[src/rtl/miriscv_mdu_seq_if.sv]
// rtl/miriscv_mdu_seq_if.sv - execute-stage to MDU sequencer request/response bundle
interface miriscv_mdu_seq_if #(
    parameter int XLEN = 32
);
    logic            mdu_req_i;
    logic [2:0]      mdu_op_i;
    logic [XLEN-1:0] mdu_port_a_i;
    logic [XLEN-1:0] mdu_port_b_i;
    logic            mdu_kill_i;
    logic            mdu_stall_req_o;
    logic            mdu_done_o;
    logic [XLEN-1:0] mdu_result_o;
    logic            mdu_busy_o;

    // Execute stage side: issues requests, observes stall/done/result.
    modport master (
        output mdu_req_i, mdu_op_i, mdu_port_a_i, mdu_port_b_i, mdu_kill_i,
        input  mdu_stall_req_o, mdu_done_o, mdu_result_o, mdu_busy_o
    );

    // Sequencer side.
    modport slave (
        input  mdu_req_i, mdu_op_i, mdu_port_a_i, mdu_port_b_i, mdu_kill_i,
        output mdu_stall_req_o, mdu_done_o, mdu_result_o, mdu_busy_o
    );
endinterface

[src/rtl/miriscv_mdu_seq.sv]
// rtl/miriscv_mdu_seq.sv - RV32M multi-cycle multiply/divide sequencer
module miriscv_mdu_seq #(
    parameter int XLEN = 32
) (
    input logic             clk_i,
    input logic             arstn_i,
    miriscv_mdu_seq_if.slave mdu
);
    typedef enum logic [1:0] {
        S_IDLE = 2'd0,
        S_MUL  = 2'd1,
        S_DIV  = 2'd2,
        S_DONE = 2'd3
    } state_e;

    state_e          state_q, state_d;
    logic [2:0]      op_q, op_d;
    // a_q: multiplicand, or dividend shifting out while quotient bits shift in
    logic [XLEN-1:0] a_q, a_d;
    // b_q: multiplier, or divisor magnitude
    logic [XLEN-1:0] b_q, b_d;
    logic [XLEN-1:0] rem_q, rem_d;
    logic [4:0]      cnt_q, cnt_d;
    logic            q_neg_q, q_neg_d;
    logic            r_neg_q, r_neg_d;
    logic [XLEN-1:0] result_q, result_d;

    logic            req_ok;
    logic            in_signed;
    logic [XLEN-1:0] abs_a, abs_b;
    logic            div_zero, div_ovf;
    logic [XLEN-1:0] fast_res;
    logic signed [XLEN:0]     mul_a, mul_b;
    logic signed [2*XLEN+1:0] prod;
    logic            unused_prod_hi;
    logic [XLEN:0]   rem_sh;
    logic [XLEN+1:0] diff;
    logic            ge;
    logic [XLEN-1:0] rem_n, quo_n, q_fin, r_fin;

    // Operand preparation, datapath and next-state computation
    always_comb begin
        state_d  = state_q;
        op_d     = op_q;
        a_d      = a_q;
        b_d      = b_q;
        rem_d    = rem_q;
        cnt_d    = cnt_q;
        q_neg_d  = q_neg_q;
        r_neg_d  = r_neg_q;
        result_d = result_q;

        req_ok    = mdu.mdu_req_i & ~mdu.mdu_kill_i;
        in_signed = ~mdu.mdu_op_i[0];
        abs_a     = (in_signed & mdu.mdu_port_a_i[XLEN-1]) ? -mdu.mdu_port_a_i : mdu.mdu_port_a_i;
        abs_b     = (in_signed & mdu.mdu_port_b_i[XLEN-1]) ? -mdu.mdu_port_b_i : mdu.mdu_port_b_i;
        div_zero  = (mdu.mdu_port_b_i == '0);
        div_ovf   = in_signed & (mdu.mdu_port_a_i == {1'b1, {(XLEN-1){1'b0}}})
                              & (mdu.mdu_port_b_i == '1);
        if (mdu.mdu_op_i[1]) begin
            fast_res = div_zero ? mdu.mdu_port_a_i : '0;
        end else begin
            fast_res = div_zero ? '1 : {1'b1, {(XLEN-1){1'b0}}};
        end

        // MULHU treats a as unsigned; only MUL/MULH treat b as signed
        mul_a = {(op_q != 3'd3) & a_q[XLEN-1], a_q};
        mul_b = {((op_q == 3'd0) || (op_q == 3'd1)) & b_q[XLEN-1], b_q};
        prod  = mul_a * mul_b;
        unused_prod_hi = ^prod[2*XLEN+1:2*XLEN];

        // One restoring step: remainder fits XLEN bits, shifted value XLEN+1
        rem_sh = {rem_q, a_q[XLEN-1]};
        diff   = {1'b0, rem_sh} - {2'b00, b_q};
        ge     = ~diff[XLEN+1];
        rem_n  = ge ? diff[XLEN-1:0] : rem_sh[XLEN-1:0];
        quo_n  = {a_q[XLEN-2:0], ge};
        q_fin  = q_neg_q ? -quo_n : quo_n;
        r_fin  = r_neg_q ? -rem_n : rem_n;

        case (state_q)
            S_IDLE: begin
                if (req_ok) begin
                    op_d  = mdu.mdu_op_i;
                    a_d   = mdu.mdu_port_a_i;
                    b_d   = mdu.mdu_port_b_i;
                    cnt_d = '0;
                    if (!mdu.mdu_op_i[2]) begin
                        state_d = S_MUL;
                    end else if (div_zero || div_ovf) begin
                        result_d = fast_res;
                        state_d  = S_DONE;
                    end else begin
                        a_d     = abs_a;
                        b_d     = abs_b;
                        rem_d   = '0;
                        q_neg_d = in_signed & (mdu.mdu_port_a_i[XLEN-1] ^ mdu.mdu_port_b_i[XLEN-1]);
                        r_neg_d = in_signed & mdu.mdu_port_a_i[XLEN-1];
                        state_d = S_DIV;
                    end
                end
            end
            S_MUL: begin
                result_d = (op_q == 3'd0) ? prod[XLEN-1:0] : prod[2*XLEN-1:XLEN];
                state_d  = S_DONE;
            end
            S_DIV: begin
                rem_d = rem_n;
                a_d   = quo_n;
                if (cnt_q == 5'd31) begin
                    result_d = op_q[1] ? r_fin : q_fin;
                    cnt_d    = '0;
                    state_d  = S_DONE;
                end else begin
                    cnt_d = cnt_q + 5'd1;
                end
            end
            default: begin
                state_d = S_IDLE;
            end
        endcase

        // Flush wins over everything, including the final divide step
        if (mdu.mdu_kill_i) begin
            state_d  = S_IDLE;
            cnt_d    = '0;
            result_d = result_q;
        end
    end

    // State and datapath registers
    always_ff @(posedge clk_i or negedge arstn_i) begin
        if (!arstn_i) begin
            state_q  <= S_IDLE;
            op_q     <= '0;
            a_q      <= '0;
            b_q      <= '0;
            rem_q    <= '0;
            cnt_q    <= '0;
            q_neg_q  <= 1'b0;
            r_neg_q  <= 1'b0;
            result_q <= '0;
        end else begin
            state_q  <= state_d;
            op_q     <= op_d;
            a_q      <= a_d;
            b_q      <= b_d;
            rem_q    <= rem_d;
            cnt_q    <= cnt_d;
            q_neg_q  <= q_neg_d;
            r_neg_q  <= r_neg_d;
            result_q <= result_d;
        end
    end

    // Stall is combinational so the accept cycle already holds the pipeline
    assign mdu.mdu_stall_req_o = arstn_i & ~mdu.mdu_kill_i &
                                 (((state_q == S_IDLE) & mdu.mdu_req_i) |
                                  (state_q == S_MUL) | (state_q == S_DIV));
    assign mdu.mdu_done_o      = (state_q == S_DONE) & ~mdu.mdu_kill_i;
    assign mdu.mdu_result_o    = result_q;
    assign mdu.mdu_busy_o      = (state_q != S_IDLE);
endmodule

[src/flat_wrapper.sv]
// flat-port wrapper written by rule: the top's interface ports become plain ports
module miriscv_mdu_seq_flat 
#(
    parameter int XLEN = 32
)
  (clk_i, arstn_i, mdu_mdu_req_i, mdu_mdu_op_i, mdu_mdu_port_a_i, mdu_mdu_port_b_i, mdu_mdu_kill_i, mdu_mdu_stall_req_o, mdu_mdu_done_o, mdu_mdu_result_o, mdu_mdu_busy_o);
  miriscv_mdu_seq_if #(.XLEN(XLEN)) mdu_i ();
  input logic clk_i;
  input logic arstn_i;
  input wire logic [$bits(mdu_i.mdu_req_i)-1:0] mdu_mdu_req_i;
  input wire logic [$bits(mdu_i.mdu_op_i)-1:0] mdu_mdu_op_i;
  input wire logic [$bits(mdu_i.mdu_port_a_i)-1:0] mdu_mdu_port_a_i;
  input wire logic [$bits(mdu_i.mdu_port_b_i)-1:0] mdu_mdu_port_b_i;
  input wire logic [$bits(mdu_i.mdu_kill_i)-1:0] mdu_mdu_kill_i;
  output wire logic [$bits(mdu_i.mdu_stall_req_o)-1:0] mdu_mdu_stall_req_o;
  output wire logic [$bits(mdu_i.mdu_done_o)-1:0] mdu_mdu_done_o;
  output wire logic [$bits(mdu_i.mdu_result_o)-1:0] mdu_mdu_result_o;
  output wire logic [$bits(mdu_i.mdu_busy_o)-1:0] mdu_mdu_busy_o;
  assign mdu_i.mdu_req_i = mdu_mdu_req_i;
  assign mdu_i.mdu_op_i = mdu_mdu_op_i;
  assign mdu_i.mdu_port_a_i = mdu_mdu_port_a_i;
  assign mdu_i.mdu_port_b_i = mdu_mdu_port_b_i;
  assign mdu_i.mdu_kill_i = mdu_mdu_kill_i;
  assign mdu_mdu_stall_req_o = mdu_i.mdu_stall_req_o;
  assign mdu_mdu_done_o = mdu_i.mdu_done_o;
  assign mdu_mdu_result_o = mdu_i.mdu_result_o;
  assign mdu_mdu_busy_o = mdu_i.mdu_busy_o;
  miriscv_mdu_seq #(.XLEN(XLEN)) u_core (.clk_i(clk_i), .arstn_i(arstn_i), .mdu(mdu_i));
endmodule
[config.mk]
export PLATFORM = sky130hd
export DESIGN_NAME = miriscv_mdu_seq_flat
export DESIGN_NICKNAME = d
export VERILOG_FILES = /design/src/rtl/miriscv_mdu_seq_if.sv /design/src/rtl/miriscv_mdu_seq.sv /design/src/flat_wrapper.sv
export SDC_FILE = /design/constraint.sdc
export NUM_CORES = 2
export LEC_CHECK = 0
export ABC_AREA = 0
export ABC_CLOCK_PERIOD_IN_PS = 11100
export CAP_MARGIN = 25
export CORE_MARGIN = 2
export CORE_UTILIZATION = 55
export DETAILED_ROUTE_END_ITERATION = 6
export MAX_ROUTING_LAYER = met4
export PLACE_DENSITY = 0.72
export SLEW_MARGIN = 10
export SYNTH_ARGS = -nofsm -noshare
export SYNTH_HDL_FRONTEND = slang
export SYNTH_SLANG_ARGS = --single-unit
[constraint.sdc]
create_clock -name clk_i -period 11.1 [get_ports clk_i]
set_input_delay 1.665 -clock clk_i [delete_from_list [all_inputs] [get_ports clk_i]]
set_output_delay 1.665 -clock clk_i [all_outputs]
set_load 0.02 [all_outputs]
==> out/results.tsv <==
metric	value	unit
1st-iter DRT viols	4473	
Synth area leaders	fa_1 (45%), inv_1 (9.5%), nand2_1 (7.7%)	
highest-count cells in the layout ignoring fill and taps	inv_1 (1257), fa_1 (1126), nand2_1 (1018)	
layout cells sized above 1	0.0348	
Synth Flop Type	dfrtp_1	
CP Max Fanout	19	
Die Height	305	um
synthesized flop and latch total	140	
GRT Resource Usage Total	0.377	
die width	305	um
register area share after synthesis	0.0702	
clk_lat worst skew	500	ps
CTS sink count	140	
final hold violations	0	
CTS H-tree lvls	4	
Resized cells post-CTS	0	
Setup violations, final	0	
CTS tree	built	
async set-or-reset flop fraction in the synthesized netlist	1.00	
Routed Antenna Nets	0	
# DRC	1	
area grow syn2layout	5.95	%
clock buffer depth	2	
violated checks	DRC	
WL final	165000	um
max cap viols	0	
syn_nets	7285	
total global routing overflow	0	
clk_skew	22.7	ps
Synth area leader	fa_1	
layout net count	7187	
CTS Buf Count	17	
first-pass GRT wire length	258000	um
CP required	11440	ps
Post-CTS Setup Bufs	0	
Pre-Repair DR Iteration Count	7	
fmax	0.104	GHz
Clock Tree Root	clkbuf_16	
wire length per cell	23.8	um
hold_buf cts	0	
num rows	110	
initial antenna violation count	5	
Avg Inst Size Synth	8.56	um^2
Slew @ Worst Pin	1140	ps
Yosys warning count	0	
commonest non-fill, non-tap cell in the layout	inv_1	
Reg clk slew, reported paths	80	ps
# IOs	106	
critical path type	reg2reg	
final setup TNS	0	ps
Yosys top cell area share	0.452	
synthesized area	0.0499	mm^2
path type of the worst min-delay path	reg2reg	
CP Data Arrival Time	9990	ps
Tcrit/Tclk final	0.869	
HPWL after detailed placement	134000	um
CP peak stage delay	850	ps
unrepaired setup endpoints after global routing	no	
status	finished, violations left	
nature of the critical path endpoint	register	
Worst setup SP type	register	
Initial Util	0.555	
DR vias	41249	
Tmin final	9640	ps
die footprint	0.0932	mm^2
Slew Viols, Final	0	
Critical-path top delay cell	dfrtp_1	
Final GP Congestion	1.14	
largest net degree at the start of global routing	85	
max_slew headroom	0.240	
Synth cell types	86	
EDFF count, synth	0	
Via density	5.96	
area of the core	0.0900	mm^2
crit-path most repeated cell	fa_1	
port bufs	105	
gate count after technology mapping	5831	
vias in the first global route	43596	
## state kept, by name, summed over array words and instances, names as in the netlist
name                     count
u_core.q_neg_q               1
u_core.r_neg_q               1
u_core.op_q                  3
u_core.state_q               2
u_core.b_q                  32
u_core.cnt_q                 5
u_core.rem_q                32
u_core.mdu.mdu_result_o     32
u_core.a_q                  32
## kinds of logic (layout without fill, tap and decap cells)
kind of cell,count (synthesis),count (layout),synth area share
AO/OA/AOI/OAI,707,707,0.0904
adder cells (fa/ha/maj),1383,1383,0.516
other,0,3,0
buffers and inverters,1607,1522,0.121
XOR/XNOR,203,203,0.0356
AND/OR/NAND/NOR,1756,1756,0.159
flip-flops,140,140,0.0702
multiplexers,35,35,0.00727
## worst paths after layout
path	start	end	slack, ps	cells after the start
worst max-delay path	u_core.b_q[8]	u_core.mdu.mdu_result_o[13]	1460	28
worst min-delay path	u_core.mdu.mdu_result_o[1]	u_core.mdu.mdu_result_o[1]	490	2
worst max register to register	u_core.b_q[8]	u_core.mdu.mdu_result_o[13]	1460	28
worst min register to register	u_core.mdu.mdu_result_o[1]	u_core.mdu.mdu_result_o[1]	490	2
max in group asynchronous	arstn_i	u_core.b_q[0]	8340	2
min in group asynchronous	arstn_i	u_core.cnt_q[4]	1230	1
## cell usage after synthesis (24+ instances only)
library cell,instances
a21o_1,42
a21oi_1,178
a31oi_1,27
and2_1,252
buf_1,47
clkbuf_1,287
dfrtp_1,140
fa_1,1126
ha_1,257
inv_1,1257
mux2i_1,28
nand2_1,1018
nand2b_1,26
nand3_1,36
nand4_1,25
nor2_1,200
nor2b_1,24
nor3_1,55
nor4_1,24
o21ai_0,197
o31ai_1,41
xnor2_1,112
xor2_1,91
## critical path, delay by kind of cell (launching register included)
family                     cells  cell delay (ps)
adders and majority gates      9             4350
and+or+nand+nor                3              260
DFF                            1              850
AOI/OAI and AO/OA              9             3030
xor gates and xnor gates       1              300
buffers and inverters          6              670
## per-layer routing
metal	vias to the layer above	GRT usage	wire [um]
met5	-	-	0
met4	0	0.212	11500
met3	591	0.0851	18000
met2	2310	0.563	73900
met1	20933	0.477	61400
li1	17415	-	-
## cell type report
type,instances,area [um^2]
well taps,1176,1470
multi-input cells,4084,40400
fillers,8148,37100
diodes,3,7.51
clock inverters,15,193
flip-flops and latches,140,3500
inverters,1261,4730
repair buffers,229,2160
clock buffers,17,425
## stage by stage
step	cell area (um^2)	hold WS, ps	utilization	setup WS, ps	cells
after floorplan	49900	470	-	2250	5831
after global placement	52000	465	0.578	1670	6880
after detailed placement	52100	476	0.579	1650	6883
after CTS	52700	493	0.586	1600	6915
after global routing	52900	508	0.588	1040	6925
final	52900	491	0.588	1460	6925
Power is left out: the tool's default activity adds up to more than one toggle a clock period on the data nets, which glitch-free logic cannot reach.
